File: src/rtl/calc_pkg.sv
// Shared calculator definitions: keypad key codes, the 4x4 keymap and the
// keypad debounce state encoding.
package calc_pkg;

   localparam logic [7:0] KEY_PLUS  = 8'h2B;
   localparam logic [7:0] KEY_MINUS = 8'h2D;
   localparam logic [7:0] KEY_MUL   = 8'h2A;
   localparam logic [7:0] KEY_EQ    = 8'h3D;
   localparam logic [7:0] KEY_CLR   = 8'h43;
   localparam logic [7:0] KEY_BS    = 8'h08;

   typedef enum logic [1:0] {
      IDLE    = 2'd0,
      PRESS   = 2'd1,
      HELD    = 2'd2,
      RELEASE = 2'd3
   } deb_state_e;

   typedef enum logic [1:0] {
      SW_NONE  = 2'd0,
      SW_KEY   = 2'd1,
      SW_MULTI = 2'd2
   } sweep_kind_e;

   // Key index is row*4 + column.
   function automatic logic [7:0] key_code(input logic [3:0] idx);
      logic [7:0] code;
      case (idx)
         4'd0:    code = 8'h31;
         4'd1:    code = 8'h32;
         4'd2:    code = 8'h33;
         4'd3:    code = KEY_PLUS;
         4'd4:    code = 8'h34;
         4'd5:    code = 8'h35;
         4'd6:    code = 8'h36;
         4'd7:    code = KEY_MINUS;
         4'd8:    code = 8'h37;
         4'd9:    code = 8'h38;
         4'd10:   code = 8'h39;
         4'd11:   code = KEY_MUL;
         4'd12:   code = KEY_CLR;
         4'd13:   code = 8'h30;
         4'd14:   code = KEY_BS;
         4'd15:   code = KEY_EQ;
         default: code = 8'h00;
      endcase
      return code;
   endfunction

   // Only meaningful for a one-hot input.
   function automatic logic [3:0] onehot_index(input logic [15:0] v);
      logic [3:0] idx;
      idx = 4'd0;
      for (int i = 0; i < 16; i++) begin
         idx = idx | (v[i] ? 4'(i) : 4'd0);
      end
      return idx;
   endfunction

endpackage

File: src/rtl/sync_2ff.sv
// Two-flop synchroniser for an asynchronous bus whose idle level is all ones
// (active-low inputs such as keypad columns).
module sync_2ff #(
   parameter int W = 4
) (
   input  logic         clk,
   input  logic         rst,
   input  logic [W-1:0] d,
   output logic [W-1:0] q
);

   logic [W-1:0] meta_q, meta_d;
   logic [W-1:0] sync_q, sync_d;

   always_comb begin
      meta_d = d;
      sync_d = meta_q;
   end

   always_ff @(posedge clk) begin
      if (rst) begin
         meta_q <= {W{1'b1}};
         sync_q <= {W{1'b1}};
      end else begin
         meta_q <= meta_d;
         sync_q <= sync_d;
      end
   end

   assign q = sync_q;

endmodule

File: src/rtl/keypad_scanner.sv
// 4x4 active-low keypad scanner: row sequencing, per-sweep decode and a
// debounce FSM that emits one btn_valid pulse per clean single-key press.
import calc_pkg::*;

module keypad_scanner #(
   parameter int SCAN_DIV       = 50000,
   parameter int DEBOUNCE_SCANS = 4
) (
   input  logic       clk,
   input  logic       rst,
   input  logic [3:0] col_n,
   output logic [3:0] row_n,
   output logic       btn_valid,
   output logic [7:0] btn_char,
   output logic       key_down
);

   localparam int SLOT_W = (SCAN_DIV > 1) ? $clog2(SCAN_DIV) : 1;
   localparam int CNT_W  = $clog2(DEBOUNCE_SCANS + 1);

   localparam logic [SLOT_W-1:0] SLOT_LAST = SLOT_W'(SCAN_DIV - 1);
   localparam logic [SLOT_W-1:0] SLOT_ONE  = SLOT_W'(1);
   localparam logic [CNT_W-1:0]  CNT_ONE   = CNT_W'(1);
   localparam logic [CNT_W-1:0]  CNT_MAX   = {CNT_W{1'b1}};
   localparam logic [CNT_W-1:0]  DS_C      = CNT_W'(DEBOUNCE_SCANS);

   logic [3:0]        col_sync;
   logic [3:0]        col_low;
   logic              slot_end;
   logic              sweep_end;
   logic [15:0]       sweep_full;
   sweep_kind_e       sweep_kind;
   logic [3:0]        key_idx;
   logic [CNT_W-1:0]  cnt_inc;

   logic [SLOT_W-1:0] slot_q, slot_d;
   logic [1:0]        row_q, row_d;
   logic [3:0]        row_n_q, row_n_d;
   logic [11:0]       sweep_q, sweep_d;
   deb_state_e        state_q, state_d;
   logic [3:0]        cand_q, cand_d;
   logic [CNT_W-1:0]  cnt_q, cnt_d;
   logic              btn_valid_q, btn_valid_d;
   logic [7:0]        btn_char_q, btn_char_d;
   logic              key_down_q, key_down_d;

   sync_2ff #(.W(4)) u_col_sync (
      .clk (clk),
      .rst (rst),
      .d   (col_n),
      .q   (col_sync)
   );

   // Row 3 is never stored: the sweep is judged from rows 0-2 plus the live row-3 sample.
   always_comb begin
      col_low    = ~col_sync;
      slot_end   = (slot_q == SLOT_LAST);
      sweep_end  = slot_end && (row_q == 2'd3);
      sweep_full = {col_low, sweep_q};
      key_idx    = onehot_index(sweep_full);
      if (sweep_full == 16'd0) begin
         sweep_kind = SW_NONE;
      end else if ((sweep_full & (sweep_full - 16'd1)) == 16'd0) begin
         sweep_kind = SW_KEY;
      end else begin
         sweep_kind = SW_MULTI;
      end
      cnt_inc = (cnt_q == CNT_MAX) ? cnt_q : (cnt_q + CNT_ONE);
   end

   always_comb begin
      slot_d  = slot_q;
      row_d   = row_q;
      row_n_d = row_n_q;
      sweep_d = sweep_q;
      if (slot_end) begin
         slot_d = {SLOT_W{1'b0}};
         row_d  = row_q + 2'd1;
         case (row_q)
            2'd0:    sweep_d[3:0]  = col_low;
            2'd1:    sweep_d[7:4]  = col_low;
            2'd2:    sweep_d[11:8] = col_low;
            default: sweep_d       = sweep_q;
         endcase
         case (row_d)
            2'd0:    row_n_d = 4'b1110;
            2'd1:    row_n_d = 4'b1101;
            2'd2:    row_n_d = 4'b1011;
            2'd3:    row_n_d = 4'b0111;
            default: row_n_d = 4'b1110;
         endcase
      end else begin
         slot_d = slot_q + SLOT_ONE;
      end
   end

   always_comb begin
      state_d     = state_q;
      cand_d      = cand_q;
      cnt_d       = cnt_q;
      btn_valid_d = 1'b0;
      btn_char_d  = btn_char_q;
      key_down_d  = key_down_q;
      if (sweep_end) begin
         case (state_q)
            IDLE: begin
               if (sweep_kind == SW_KEY) begin
                  cand_d = key_idx;
                  cnt_d  = CNT_ONE;
                  if (CNT_ONE >= DS_C) begin
                     state_d     = HELD;
                     btn_valid_d = 1'b1;
                     btn_char_d  = key_code(key_idx);
                     key_down_d  = 1'b1;
                  end else begin
                     state_d = PRESS;
                  end
               end else begin
                  state_d = IDLE;
               end
            end
            PRESS: begin
               if ((sweep_kind == SW_KEY) && (key_idx == cand_q)) begin
                  cnt_d = cnt_inc;
                  if (cnt_inc >= DS_C) begin
                     state_d     = HELD;
                     btn_valid_d = 1'b1;
                     btn_char_d  = key_code(key_idx);
                     key_down_d  = 1'b1;
                  end else begin
                     state_d = PRESS;
                  end
               end else if (sweep_kind == SW_KEY) begin
                  // A different single key restarts the count on that key.
                  cand_d  = key_idx;
                  cnt_d   = CNT_ONE;
                  state_d = PRESS;
               end else begin
                  cnt_d   = {CNT_W{1'b0}};
                  state_d = IDLE;
               end
            end
            HELD: begin
               if (sweep_kind == SW_NONE) begin
                  cnt_d = CNT_ONE;
                  if (CNT_ONE >= DS_C) begin
                     state_d    = IDLE;
                     key_down_d = 1'b0;
                  end else begin
                     state_d = RELEASE;
                  end
               end else begin
                  state_d = HELD;
               end
            end
            RELEASE: begin
               if (sweep_kind == SW_NONE) begin
                  cnt_d = cnt_inc;
                  if (cnt_inc >= DS_C) begin
                     state_d    = IDLE;
                     key_down_d = 1'b0;
                  end else begin
                     state_d = RELEASE;
                  end
               end else begin
                  state_d = HELD;
               end
            end
            default: begin
               state_d    = IDLE;
               cnt_d      = {CNT_W{1'b0}};
               key_down_d = 1'b0;
            end
         endcase
      end else begin
         state_d = state_q;
      end
   end

   always_ff @(posedge clk) begin
      if (rst) begin
         slot_q      <= {SLOT_W{1'b0}};
         row_q       <= 2'd0;
         row_n_q     <= 4'b1110;
         sweep_q     <= 12'd0;
         state_q     <= IDLE;
         cand_q      <= 4'd0;
         cnt_q       <= {CNT_W{1'b0}};
         btn_valid_q <= 1'b0;
         btn_char_q  <= 8'h00;
         key_down_q  <= 1'b0;
      end else begin
         slot_q      <= slot_d;
         row_q       <= row_d;
         row_n_q     <= row_n_d;
         sweep_q     <= sweep_d;
         state_q     <= state_d;
         cand_q      <= cand_d;
         cnt_q       <= cnt_d;
         btn_valid_q <= btn_valid_d;
         btn_char_q  <= btn_char_d;
         key_down_q  <= key_down_d;
      end
   end

   assign row_n     = row_n_q;
   assign btn_valid = btn_valid_q;
   assign btn_char  = btn_char_q;
   assign key_down  = key_down_q;

endmodule

File: config.mk
export PLATFORM = sky130hd
export DESIGN_NAME = keypad_scanner
export DESIGN_NICKNAME = d
export VERILOG_FILES = /design/src/rtl/calc_pkg.sv /design/src/rtl/sync_2ff.sv /design/src/rtl/keypad_scanner.sv
export SDC_FILE = /design/constraint.sdc
export NUM_CORES = 1
export LEC_CHECK = 0
export CAP_MARGIN = 10
export CORE_UTILIZATION = 28
export DETAILED_ROUTE_END_ITERATION = 16
export GPL_TIMING_DRIVEN = 0
export PLACE_DENSITY = 0.53
export SYNTH_ARGS = -nofsm -noshare
export SYNTH_HDL_FRONTEND = slang
export SYNTH_HIERARCHICAL = 1
export SYNTH_SLANG_ARGS = --single-unit
File: constraint.sdc
create_clock -name clk -period 2.9 [get_ports clk]
set_input_delay 0.725 -clock clk [delete_from_list [all_inputs] [get_ports clk]]
set_output_delay 0.725 -clock clk [all_outputs]
set_load 0.03 [all_outputs]
==> summary by stage <==
Logic synthesis
The synthesis-stage register bit count is 60. The instance count of the mapped netlist is roughly 340. The number of distinct library cells after synthesis is 52. The number of flops mapped to enable cells by yosys is 0. The portion of synthesized cell area occupied by the leading cell type is roughly 40%. The leading register cell type out of synthesis is sky130_fd_sc_hd__dfxtp_1. The number of nets produced by synthesis is around 360. The Yosys step of the flow raised 13 warnings. Counting flops with an async set or reset pin after synthesis yields a share of 0%. The library cell occupying the most area in the post-synthesis netlist is sky130_fd_sc_hd__dfxtp_1. After synthesis, the mean cell area works out to between 8 and 9 um2. In the post-synthesis netlist, the biggest area contributors are sky130_fd_sc_hd__dfxtp_1, sky130_fd_sc_hd__nor2_1, sky130_fd_sc_hd__a211oi_1, sky130_fd_sc_hd__ha_1, sky130_fd_sc_hd__xor2_1. The cell area after synthesis is 2930 um2. The fraction of the yosys area taken by sequential cells is between 40% and 50%.

Floorplan
The vertical die dimension is about 100 um. For this configuration, the core starts out at a cell density of 29.4%. The row count is 36. The region available for standard cell placement spans 9950 um2.

The floorplan die area is roughly 11,000 um2. The die is 104 um wide. The number of ports placed on the die boundary is 20.

Drt
The first TritonRoute pass finished after 4 iterations. The iteration-0 DRC count of the detailed router is 101. The met2 wire length is ~3200 um.

Detailed routing placed a total of ~220 um of wire on met3. The count of nets left with antenna violations once routing finished came out at 0. The total DRC errors in the routed layout is 0.

The highest metal layer carrying signal wires in the routed design is met4. The post-route met1 wirelength is between 3000 and 4000 um. The per-cell routed wire length is 13.1 um. The routed layout has around 2,500 vias. Using the TritonRoute via totals, the vias-per-cell ratio works out to slightly below 5. Summed over all layers, the routed wires come to between 6000 and 7000 um.

Global route
Entering global routing, the biggest net connects 13 pins. After global routing the overflow that remains totals 0. For this run, the total global-route usage over all layers was measured as 13.0%. The via count of the first global-routing pass came to 2,426. The first global-routing pass estimated roughly 11,000 um of wire. The number of antenna violations at the first check in global routing is 0.

STA
Setup repair after global routing could not meet its margin everywhere. For the pin with the worst max-slew slack, the measured transition is 0.568 ns. The tightest hold path in the finished design has a slack of a little over 0.4 ns. The worst slew margin relative to its limit is about 62%. The final-report hold violation count was 0. The timing-limited maximum frequency is 354 MHz. The number of endpoints failing setup at the final stage is 0. Adding up every negative setup slack in the final design gives 0 ns. Between clock sinks in the finished design, the worst skew comes to just over 0.007 ns. The worst path needs ~2.8 ns of the cycle, external delays included. The final max-slew violation count was 0.

The final critical path takes up ~98% of the cycle.

Clocking
The H-tree was split into 3 levels. CTS placed an instance of sky130_fd_sc_hd__clkbuf_8 at the clock tree root. The CTS tree is yes. The count of hold-fix buffers inserted at cts is 0. The number of clock sinks seen by CTS is 60. The largest buffer count on any clock path is 2. In this run, CTS created clock tree buffers numbering 9. Clock-pin slew was measured on the worst setup and hold paths at around 0.070 ns. The clock insertion delay at the later pin of the skew report is 0.34 ns.

Cells and area
The fraction of final layout cells with drive strength greater than 1 is between 10% and 20%. The count of antenna diodes in the layout is 0. The final layout contains just under 400 nets. Summing all non-filler instances in the final layout gives an area of roughly 3700 um2.

The area growth from synthesis to layout is 25.0%.

Power and ir drop
IR analysis of the VDD net gives a maximum drop of 0.200 mV. For this design the ratio of total power to cell area is roughly 470 nW/um2. In this run the static leakage power is about 1.3 nW. Summing internal, switching and leakage power gives 1.73 mW.

Worst setup path
The maximum fanout along the worst path is 10. Together, buffers and inverters on the worst path number 2. The required arrival time at the worst endpoint is approximately 3.1 ns.

The worst setup path is launched from a flop. The worst setup path is of the reg2reg kind. Among cell families on the critical path, the largest total delay comes from simple AND/OR/NAND/NOR gates. The peak per-stage delay on the critical path is 0.62 ns. Data arrives at the worst endpoint at a little over 3 ns. The worst setup path is captured at a flop. The slowest stage cell on the critical path is sky130_fd_sc_hd__or4_4. Walking the worst path, the cells encountered are or4_4 > nor4_4 > a21oi_2 > or4_4 > buf_6 > nor4_4 > buf_12 > mux2i_1 > nor2_1.

Run
The reported max-cap violation count is 0.

Run status
The flow ran to the end, and the final reports show no timing, DRC or antenna violations.

Place
Summed over all nets, the half-perimeter wirelength after detailed placement is between 4000 and 5000 um. The placed instances occupy a cell area of about 3300 um2. During placement, the flow inserted port buffers numbering 18. Routability-driven placement finished with a final weighted congestion of 0.803.

Hold path
The worst hold path belongs to the class reg2reg.
==> power breakdown <==
group / switching [mW] / internal, mW / leakage, nW / total, mW
Combinational: 0.0740 / 0.0536 / 0.675 / 0.128
Sequential: 0.00986 / 0.832 / 0.487 / 0.841
Clock: 0.360 / 0.401 / 0.0958 / 0.761
==> placed cells by master (no fill, tap or decap), drive strengths merged, types with 2 or more instances in the layout <==
master / netlist / routed
dfxtp: 60 / 60
nor2: 51 / 51
a211oi: 21 / 21
nand2: 20 / 20
clkbuf: 15 / 20
clkdlybuf4s50: 0 / 18
a21oi: 15 / 15
o21ai: 13 / 13
ha: 12 / 12
nand3: 12 / 12
buf: 4 / 12
xor2: 11 / 11
inv: 10 / 11
or2: 10 / 10
xnor2: 7 / 7
nor3: 7 / 7
nor4: 7 / 7
or4: 7 / 7
and3: 4 / 4
nand4: 4 / 4
mux2i: 4 / 4
nor4b: 3 / 3
and2: 3 / 3
a211o: 3 / 3
or3: 3 / 3
nand2b: 3 / 3
clkinv: 0 / 3
and4: 2 / 2
o32a: 2 / 2
o22ai: 2 / 2
a31oi: 2 / 2
a311oi: 2 / 2
clkinvlp: 0 / 2
o31ai: 2 / 2
==> through the flow <==
stage	util (%)	cells	worst slack (ns)
finish	36.7	508	0.0723
global route	36.7	508	-0.0272
CTS	36.0	508	0.00792
detailed placement	32.9	488	-0.343
global placement	32.9	488	-0.363
floorplan	-	337	0.0357
==> worst reg2reg max path, stage by stage, from the launching register on <==
cell                      delay [ns]
sky130_fd_sc_hd__dfxtp_2        0.34
sky130_fd_sc_hd__or4_4          0.62
sky130_fd_sc_hd__nor4_4         0.29
sky130_fd_sc_hd__a21oi_2        0.09
sky130_fd_sc_hd__or4_4          0.61
sky130_fd_sc_hd__buf_6          0.15
sky130_fd_sc_hd__nor4_4         0.18
sky130_fd_sc_hd__buf_12         0.17
sky130_fd_sc_hd__mux2i_1        0.20
sky130_fd_sc_hd__nor2_1         0.05
==> timing repair <==
item | in CTS | in global routing
buffers inserted | 5 | 5
pin swaps | 4 | 9
gates resized for setup | 16 | 17
setup endpoints to repair | 14 | 14
==> cell type report <==
cell class / instances / area (um2)
sequential: 60 / 1210
clock buffer: 9 / 124
fill: 1033 / 6300
tap: 133 / 166
clock inverter: 7 / 76.3
inverter: 10 / 37.5
timing repair buffer: 28 / 272
buffer: 13 / 52.6
multi-input combinational: 248 / 1710
==> kinds of logic (layout without fill, tap and decap cells) <==
| kind of cell | after synthesis | in the layout | share of synthesized area [%] |
|---|---|---|---|
| simple gates | 139 | 139 | 24.8 |
| compound gates | 73 | 73 | 17.8 |
| buf+inv | 29 | 67 | 3.93 |
| fa+ha+maj | 13 | 13 | 5.47 |
| flops | 60 | 60 | 41.1 |
| other cells | 1 | 1 | 0.128 |
| xor+xnor | 18 | 18 | 5.39 |
| mux | 4 | 4 | 1.37 |
==> sequential cells by signal, indices dropped and copies added, names as in the netlist <==
| signal | cells |
|---|---|
| slot_q | 16 |
| sweep_q | 12 |
| btn_char | 7 |
| cand_q | 4 |
| row_n | 4 |
| u_col_sync/meta_q | 4 |
| u_col_sync/q | 4 |
| cnt_q | 3 |
| row_q | 2 |
| state_q | 2 |
| btn_valid | 1 |
| key_down | 1 |
==> cells in the mapped netlist (all sizes together), types with 2 or more instances <==
master,instances
a211o,3
a211oi,21
a21oi,15
a311oi,2
a31oi,2
and2,3
and3,4
and4,2
buf,4
clkbuf,15
dfxtp,60
ha,12
inv,10
mux2i,4
nand2,20
nand2b,3
nand3,12
nand4,4
nor2,51
nor3,7
nor4,7
nor4b,3
o21ai,13
o22ai,2
o31ai,2
o32a,2
or2,10
or3,3
or4,7
xnor2,7
xor2,11
==> final timing paths <==
| check | startpoint | to | slack [ns] | depth (start not counted) |
|---|---|---|---|---|
| worst min-delay path | u_col_sync/meta_q[0] | u_col_sync/q[0] | 0.41 | 1 |
| worst min register to register | u_col_sync/meta_q[0] | u_col_sync/q[0] | 0.41 | 1 |
| worst max-delay path | sweep_q[0] | btn_char[3] | 0.07 | 9 |
| worst max register to register | sweep_q[0] | btn_char[3] | 0.07 | 9 |
==> metal layers <==
metal / track usage (%) / vias to the layer above
li1: - / 1268
met1: 16.2 / 1149
met2: 21.9 / 33
met3: 3.63 / 9
met4: 3.67 / 0
met5: 0 / -
No activity file was read; power rests on OpenSTA's default activity.
